==> config.mk <==
export PLATFORM = sky130hd
export DESIGN_NAME = stopwatch_mode_ctrl
export DESIGN_NICKNAME = d
export VERILOG_FILES = /design/src/rtl/stopwatch_mode_ctrl_pkg.sv /design/src/rtl/stopwatch_mode_ctrl_input_debouncer.sv /design/src/rtl/stopwatch_mode_ctrl.sv
export SDC_FILE = /design/constraint.sdc
export NUM_CORES = 1
export LEC_CHECK = 0
export ABC_AREA = 0
export ABC_CLOCK_PERIOD_IN_PS = 2500
export CORE_ASPECT_RATIO = 1.25
export CORE_MARGIN = 2
export CORE_UTILIZATION = 61
export CTS_CLUSTER_DIAMETER = 60
export DETAILED_ROUTE_END_ITERATION = 7
export PLACE_DENSITY = 0.77
export SLEW_MARGIN = 25
export SYNTH_ARGS = -nofsm -noshare
export SYNTH_HDL_FRONTEND = slang
export SYNTH_SLANG_ARGS = --single-unit
==> constraint.sdc <==
create_clock -name clk -period 2.5 [get_ports clk]
set_input_delay 0.25 -clock clk [delete_from_list [all_inputs] [get_ports clk]]
set_output_delay 0.25 -clock clk [all_outputs]
set_load 0.05 [all_outputs]
==> src/rtl/stopwatch_mode_ctrl_pkg.sv <==
// Shared mode encoding and defaults for the stopwatch mode controller and display.
package stopwatch_mode_ctrl_pkg;

  typedef enum logic [1:0] {
    ST_RUN     = 2'd0,
    ST_PAUSED  = 2'd1,
    ST_ADJ_SEC = 2'd2,
    ST_ADJ_MIN = 2'd3
  } state_e;

  localparam int DEF_DEBOUNCE_CYCLES = 500000;
  localparam int DEF_CNT_W           = 20;

  localparam int NUM_IN   = 4;
  localparam int IN_PAUSE = 0;
  localparam int IN_CLEAR = 1;
  localparam int IN_ADJ   = 2;
  localparam int IN_SEL   = 3;

  // Bit order: [0] regular, [1] pause, [2] adjust seconds, [3] adjust minutes.
  function automatic logic [3:0] mode_onehot(state_e s);
    return 4'b0001 << s;
  endfunction

endpackage

==> src/rtl/stopwatch_mode_ctrl_input_debouncer.sv <==
// Two-flop synchroniser followed by a hold-time debouncer for one raw board input.
module input_debouncer #(
  parameter int DEBOUNCE_CYCLES = 500000,
  parameter int CNT_W           = 20
) (
  input  logic clk,
  input  logic rst,
  input  logic raw_i,
  output logic stable_o
);

  localparam logic [CNT_W-1:0] CNT_MAX = CNT_W'(DEBOUNCE_CYCLES - 1);

  logic             sync1_q, sync2_q, stable_q;
  logic [CNT_W-1:0] cnt_q;

  always_ff @(posedge clk or negedge rst) begin
    if (!rst) begin
      sync1_q  <= 1'b0;
      sync2_q  <= 1'b0;
      stable_q <= 1'b0;
      cnt_q    <= '0;
    end else begin
      sync1_q <= raw_i;
      sync2_q <= sync1_q;
      // Any return to the stable level restarts the hold count.
      if (sync2_q == stable_q) begin
        cnt_q <= '0;
      end else if (cnt_q == CNT_MAX) begin
        stable_q <= sync2_q;
        cnt_q    <= '0;
      end else begin
        cnt_q <= cnt_q + 1'b1;
      end
    end
  end

  assign stable_o = stable_q;

endmodule

==> src/rtl/stopwatch_mode_ctrl.sv <==
// Board-input front end for the stopwatch: debounces buttons/switches and drives one-hot mode plus clear.
module stopwatch_mode_ctrl
  import stopwatch_mode_ctrl_pkg::*;
#(
  parameter int DEBOUNCE_CYCLES = DEF_DEBOUNCE_CYCLES,
  parameter int CNT_W           = DEF_CNT_W
) (
  input  logic clk,
  input  logic rst,
  input  logic btn_pause,
  input  logic btn_clear,
  input  logic sw_adj,
  input  logic sw_sel,
  output logic regular_mode,
  output logic adjust_seconds_mode,
  output logic adjust_minutes_mode,
  output logic pause_mode,
  output logic counter_clear
);

  logic [NUM_IN-1:0] raw, deb;

  assign raw = {sw_sel, sw_adj, btn_clear, btn_pause};

  input_debouncer #(
    .DEBOUNCE_CYCLES(DEBOUNCE_CYCLES),
    .CNT_W          (CNT_W)
  ) u_deb [NUM_IN-1:0] (
    .clk     (clk),
    .rst     (rst),
    .raw_i   (raw),
    .stable_o(deb)
  );

  logic       pause_prev_q, latch_q, latch_d, press;
  logic       clr_q, counter_clear_q;
  logic [3:0] mode_q;
  state_e     state_q, state_d;

  // The FSM looks at the next latch value so a pause press reaches the
  // outputs with the same latency as a switch change.
  always_comb begin
    press   = deb[IN_PAUSE] & ~pause_prev_q;
    latch_d = latch_q;
    if (deb[IN_CLEAR])
      latch_d = 1'b0;
    else if (press && !deb[IN_ADJ])
      latch_d = ~latch_q;

    state_d = latch_d ? ST_PAUSED : ST_RUN;
    if (deb[IN_ADJ])
      state_d = deb[IN_SEL] ? ST_ADJ_SEC : ST_ADJ_MIN;
  end

  always_ff @(posedge clk or negedge rst) begin
    if (!rst) begin
      pause_prev_q    <= 1'b0;
      latch_q         <= 1'b0;
      state_q         <= ST_RUN;
      mode_q          <= mode_onehot(ST_RUN);
      clr_q           <= 1'b0;
      counter_clear_q <= 1'b0;
    end else begin
      pause_prev_q    <= deb[IN_PAUSE];
      latch_q         <= latch_d;
      state_q         <= state_d;
      mode_q          <= mode_onehot(state_q);
      // Two stages keep clear aligned with the mode outputs.
      clr_q           <= deb[IN_CLEAR];
      counter_clear_q <= clr_q;
    end
  end

  assign regular_mode        = mode_q[0];
  assign pause_mode          = mode_q[1];
  assign adjust_seconds_mode = mode_q[2];
  assign adjust_minutes_mode = mode_q[3];
  assign counter_clear       = counter_clear_q;

endmodule
==> results.yml, run 1 <==
logic_synthesis:
  ys_types: 39
  synthCells: 460
  synth_edf_count: 0
  netlist_top_cells_area: "dfrtp_1 53%, xnor2_1 9.6%, nor2_1 6.5%"
  ys.flop_type: "dfrtp_1"
  async_flop_share_pct: 100.0
  syn_avg_cell_area_um2: 10.36
  synth.yosys.seq_area_share_pct: 53.57
  synth_seq_cells: 102
  ys_warn_count: 0
  yosysTopAreaCell: "dfrtp_1"
  syn_nets: 470
  yosysTopAreaCellShare_pct: 53.02
  syn_area_um2: 4767
worst_hold_path:
  min-delay-start: "sw_sel"
  hold_class: "primary input to flop"
timing:
  max_slew_margin_pct: 57.92
  rsz0062_at_grt: "false"
  fin_ws_ps: 372.7
  maxClockFrequency_mhz: 470.1
  setup-violations-final: 0
  finalSetupTns_ps: 0
  max_slew.worst_pin.slew_ps: 625.5
  post-route-min-period_ps: 2127
  whs_ps: 321.7
  fin_crit_sh_pct: 85.09
  fin_skew_ps: 12.09
  finalHoldViolCount: 0
  drv_slew: 0
critical_path:
  endpoint: "u_deb[3].stable_o"
  arrival_ps: 2380
  worstRegToRegCells: 5
  crit_path_start_kind: "flop"
  crit_type: "flop to flop"
  cp-startpoint: "u_deb[3].cnt_q[0]"
  required_ps: 2750
  regToRegSetupSlack_ps: 370
  cp_max_fo: 7
  endpoint_kind: "flop"
  r2r-start: "u_deb[3].cnt_q[0]"
  worst_r2r_endpoint: "u_deb[3].stable_o"
die:
  core_region_area_um2: 7702
  die_height_um: 102.8
  die_w_um: 83.07
  initial_utilization_pct: 61.89
  io_pins: 11
  rows: 36
  dieArea_um2: 8543
drt:
  first_pass_iters: 4
  postRouteAntennaNets: 0
  drtIter0Drc: 157
  vias_per_cell: 5.799
  wl_per_cell_um: 14.46
  drc: 0
  dr_total_vias: 3352
  finalWirelength_um: 8360
cts:
  clkTransAtPathRegs_ps: 100
  numCtsBuffers: 9
  cts_buffer_depth: 2
  clockRootBuffer: "clkbuf_8"
  clock-sinks: 102
  insertion_delay_ps: 360
  cts_tree: "built"
  post_cts_resized: 0
  htree_num_levels: 3
run_status:
  status: "complete, no violations"
layout:
  final_common_cell: "dfrtp_1"
  final_core_util_pct: 67.93
  final_cell_mix: "101 x dfrtp_1, 82 x nor2_1, 52 x xnor2_1"
  nets: 488
  area_delta_synth_final_pct: 9.764
  drive_gt1_share_pct: 8.489
  fillers: 593
  antenna_cells: 0
  fin_area_um2: 5233
place:
  gp_congestion: 0.8677
  placed_cell_area_um2: 4970
  io_buffers: 10
  pre_cts_ws_ps: 381.3
  place_hpwl_um: 5616
global_routing:
  grtUsageMet3_pct: 3.042
  overflow: 0
  grt_pass1_wl_um: 14520
  grt_use_total_pct: 20.84
  use_met1_pct: 26.63
  grt_max_degree: 73
  antenna_found_initial: 0
  met2_usage_pct: 35.17
  grt_pass1_vias: 3269
  grt_busiest_layer: "met2"
power_and_ir_drop:
  powerDensity_nw_per_um2: 584.6
  irDropWorstVdd_mv: 0.3989
  power.leakage_nw: 2.033
job:
  maxCapViolations: 0
[critical path, cell delays in order, from the launching register on]
cell and delay [ps]:
dfrtp_1 430, ha_1 260, nand4_2 200, or4_1 590, nor2_1 190, mux2_2 350
[state kept, by name, summed over array words and instances (netlist names)]
register / flops
u_deb.cnt_q: 80
counter_clear: 1
u_deb.sync2_q: 4
mode_q: 4
state_q: 2
clr_q: 1
pause_prev_q: 1
u_deb.sync1_q: 4
u_deb.stable_o: 4
latch_q: 1
[layout make-up]
cell class | instances | area, um2 | share of cell area [%]
Multi-Input combinational cell | 333 | 2097 | 40.08
Timing Repair Buffer | 14 | 142.6 | 2.726
Clock buffer | 10 | 137.6 | 2.630
Tap cell | 95 | 118.9 | 2.272
Inverter | 18 | 67.56 | 1.291
Sequential cell | 102 | 2554 | 48.80
Clock inverter | 6 | 115.1 | 2.200
[worst min-delay path by stage]
stage	end	depth (start not counted)
after floorplan	clr_q	0
after global placement	u_deb[2].cnt_q[6]	1
after detailed placement	u_deb[2].cnt_q[6]	1
after CTS	u_deb[3].sync1_q	1
after global routing	u_deb[0].sync1_q	1
final	u_deb[3].sync1_q	1
[cells in the mapped netlist (all sizes together), types with 2 or more instances]
| cell | n |
|---|---|
| xor2 | 11 |
| or2 | 6 |
| nand3 | 27 |
| xnor2 | 52 |
| mux2i | 4 |
| buf | 4 |
| mux2 | 4 |
| o31ai | 9 |
| inv | 18 |
| a21oi | 13 |
| o21bai | 3 |
| nor4 | 26 |
| nand4 | 24 |
| or4b | 2 |
| nor2b | 3 |
| o21ai | 3 |
| nand2 | 18 |
| dfrtp | 101 |
| or3 | 8 |
| or4 | 10 |
| ha | 4 |
| nor2 | 82 |
| nand2b | 2 |
| clkbuf | 3 |
| nor3 | 16 |
[kinds of logic (layout without fill, tap and decap cells)]
| group | count (synthesis) | count (layout) | share of synthesized area (%) |
|---|---|---|---|
| fa+ha+maj | 4 | 4 | 1.050 |
| flops | 102 | 102 | 53.57 |
| simple gates | 229 | 229 | 25.04 |
| xor+xnor | 63 | 63 | 11.57 |
| mux | 8 | 8 | 1.785 |
| buf+inv | 25 | 48 | 2.441 |
| compound gates | 29 | 29 | 4.541 |
[per-stage QoR]
stage / std cells / total power [mW]
floorplan: 460 / 1.777
global placement: 561 / 1.828
detailed placement: 561 / 1.833
CTS: 578 / 3.094
global route: 578 / 3.181
finish: 578 / 3.059
[where the power goes]
group	total [mW]	internal (mW)	switching (mW)	leakage (nW)
Sequential	1.69	1.67	0.0232	1.39
Clock	1.26	0.699	0.562	0.124
Combinational	0.104	0.0355	0.0689	0.516
Total	3.06	2.41	0.654	2.03
[metal layers]
layer  up-vias  part of all wire [%]
met5         -                     0
met2        66                    49
met1      1626                    45
li1       1640                     -
met3        20                   2.9
met4         0                   2.7
[what timing repair did]
action	in CTS	in global routing
buffers inserted	0	0
endpoints found under the hold margin	30	0
hold buffers	1	0
No activity file was read; power rests on OpenSTA's default activity.
==> inputs of run 2 (changes only) <==
Settings changed: CTS_BUF_LIST set to sky130_fd_sc_hd__clkbuf_4, PLACE_DENSITY 0.77 to 0.75.
==> run 2 against run 1 <==
Net effect: fmax fell by 0.79%; worst hold slack worse by 100 ps; global-route usage about the same; wire length is 3.4% lower; clock power is 30% lower; non-clock buffer count grew 2.
==> results.yml, run 2 (synthesis gave the netlist of run 1 again) <==
die:
  dieArea_um2: 8543
  core_region_area_um2: 7702
  io_pins: 11
  initial_utilization_pct: 61.89
  rows: 36
  die_height_um: 102.8
  die_w_um: 83.07
drt:
  finalWirelength_um: 8073
  drc: 0
  vias_per_cell: 5.772
  dr_total_vias: 3348
  postRouteAntennaNets: 0
  wl_per_cell_um: 13.92
  first_pass_iters: 4
  drtIter0Drc: 153
global_routing:
  overflow: 0
  grt_pass1_vias: 3217
  grt_pass1_wl_um: 14340
  grt_max_degree: 46
  grt_use_total_pct: 20.84
  antenna_found_initial: 0
layout:
  nets: 490
  drive_gt1_share_pct: 8.660
  top_register: "u_deb.cnt_q"
  final_common_cell: "dfrtp_1"
  final_cell_mix: "101 x dfrtp_1, 82 x nor2_1, 52 x xnor2_1"
  fin_area_um2: 5142
  largest_register_ffs: 80
  antenna_cells: 0
  area_delta_synth_final_pct: 7.874
cts:
  insertion_delay_ps: 450
  postCtsHoldBufs: 1
  post-cts-setup-buffers: 0
  clock-sinks: 102
  clockRootBuffer: "clkbuf_4"
  post_cts_resized: 0
  cts_tree: "built"
  cts_buffer_depth: 2
  clkTransAtPathRegs_ps: 160
  numCtsBuffers: 9
  htree_num_levels: 3
timing:
  rsz0062_at_grt: "false"
  max_slew.worst_pin.slew_ps: 523.1
  setup-violations-final: 0
  fin_skew_ps: 25.34
  post-route-min-period_ps: 2144
  maxClockFrequency_mhz: 466.4
  finalSetupTns_ps: 0
  max_slew_margin_pct: 64.80
  fin_crit_sh_pct: 85.77
  drv_slew: 0
  finalHoldViolCount: 0
place:
  gp_congestion: 0.8474
  placed_cell_area_um2: 4985
  place_hpwl_um: 5613
  io_buffers: 10
critical_path:
  required_ps: 2830
  cp_cell_sequence: "ha_1 > nand4_2 > or4_1 > o21bai_4 > nor2_1"
  path_buf_inv: 0
  critical-path-max-stage-delay_ps: 600
  arrival_ps: 2480
  endpoint_kind: "flop"
  crit_type: "flop to flop"
  crit_family: "simple AND/OR/NAND/NOR gates"
  r2r-start: "u_deb[3].cnt_q[0]"
  cp-startpoint: "u_deb[3].cnt_q[0]"
  cp_max_fo: 17
  crit_path_start_kind: "flop"
  slowest_stage: "or4_1"
power_and_ir_drop:
  clock_power_share_pct: 32.8
  p_int_mw: 2.028
  power.leakage_nw: 1.999
  p_seq_share_pct: 63.3
  irDropWorstVdd_mv: 0.2932
  swShare_pct: 24.35
  powerDensity_nw_per_um2: 521.3
  p_sw_mw: 0.6529
  p_comb_share_pct: 4.0
run_status:
  status: "complete, no violations"
worst_hold_path:
  hold_class: "primary input to flop"
  min-delay-start: "sw_adj"
job:
  maxCapViolations: 0
run 2: final cells by class:
class	instances	area [um2]
Fill cell	603	2560
Tap cell	95	118.9
Clock inverter	7	80.08
Clock buffer	9	67.56
Sequential cell	102	2554
Multi-Input combinational cell	333	2097
Inverter	18	67.56
Timing Repair Buffer	16	157.7
run 2: final timing paths:
kind                                      endpoint  slack [ps]  cells after the start
worst max register to register  u_deb[3].cnt_q[13]         360                      5
min in group asynchronous       u_deb[2].cnt_q[10]         280                      2
worst min register to register    u_deb[0].sync2_q         360                      0
max in group asynchronous                mode_q[0]        1500                      3
worst max-delay path            u_deb[3].cnt_q[13]         360                      5
worst min-delay path              u_deb[2].sync1_q         220                      1
run 2: metrics by stage:
step | hold slack, ps | total power [mW] | cells | utilization [%] | worst slack [ps]
6_report | 221.5 | 2.681 | 580 | 66.76 | 355.7
5_1_grt | 185.4 | 2.811 | 580 | 66.76 | 240.0
4_1_cts | 196.8 | 2.718 | 580 | 66.76 | 364.4
3_5_place_dp | 255.1 | 1.835 | 563 | 64.72 | 413.4
3_3_place_gp | 255.3 | 1.831 | 563 | 64.72 | 506.5
2_1_floorplan | -45.59 | 1.777 | 460 | - | 577.7
run 2: metal layers:
metal,global-route usage (%),up-vias,part of all wire (%)
li1,-,1653,-
met4,8.953,0,2.2
met1,26.80,1621,46
met5,0,-,0
met3,4.163,16,3.1
met2,34.99,58,49
run 2: power groups by stage:
| stage | Sequential [mW] | Clock (mW) | Combinational (mW) |
|---|---|---|---|
| after floorplan | 1.72 | 0 | 0.0560 |
| after global placement | 1.73 | 0 | 0.106 |
| after detailed placement | 1.73 | 0 | 0.109 |
| after CTS | 1.70 | 0.912 | 0.110 |
| after global routing | 1.70 | 0.986 | 0.125 |
| final | 1.70 | 0.879 | 0.106 |
run 2: worst register-to-register path, cell delays in order (launching register included):
cell      delay, ps
dfrtp_1         460
ha_1            240
nand4_2         180
or4_1           600
o21bai_4        420
nor2_1          120
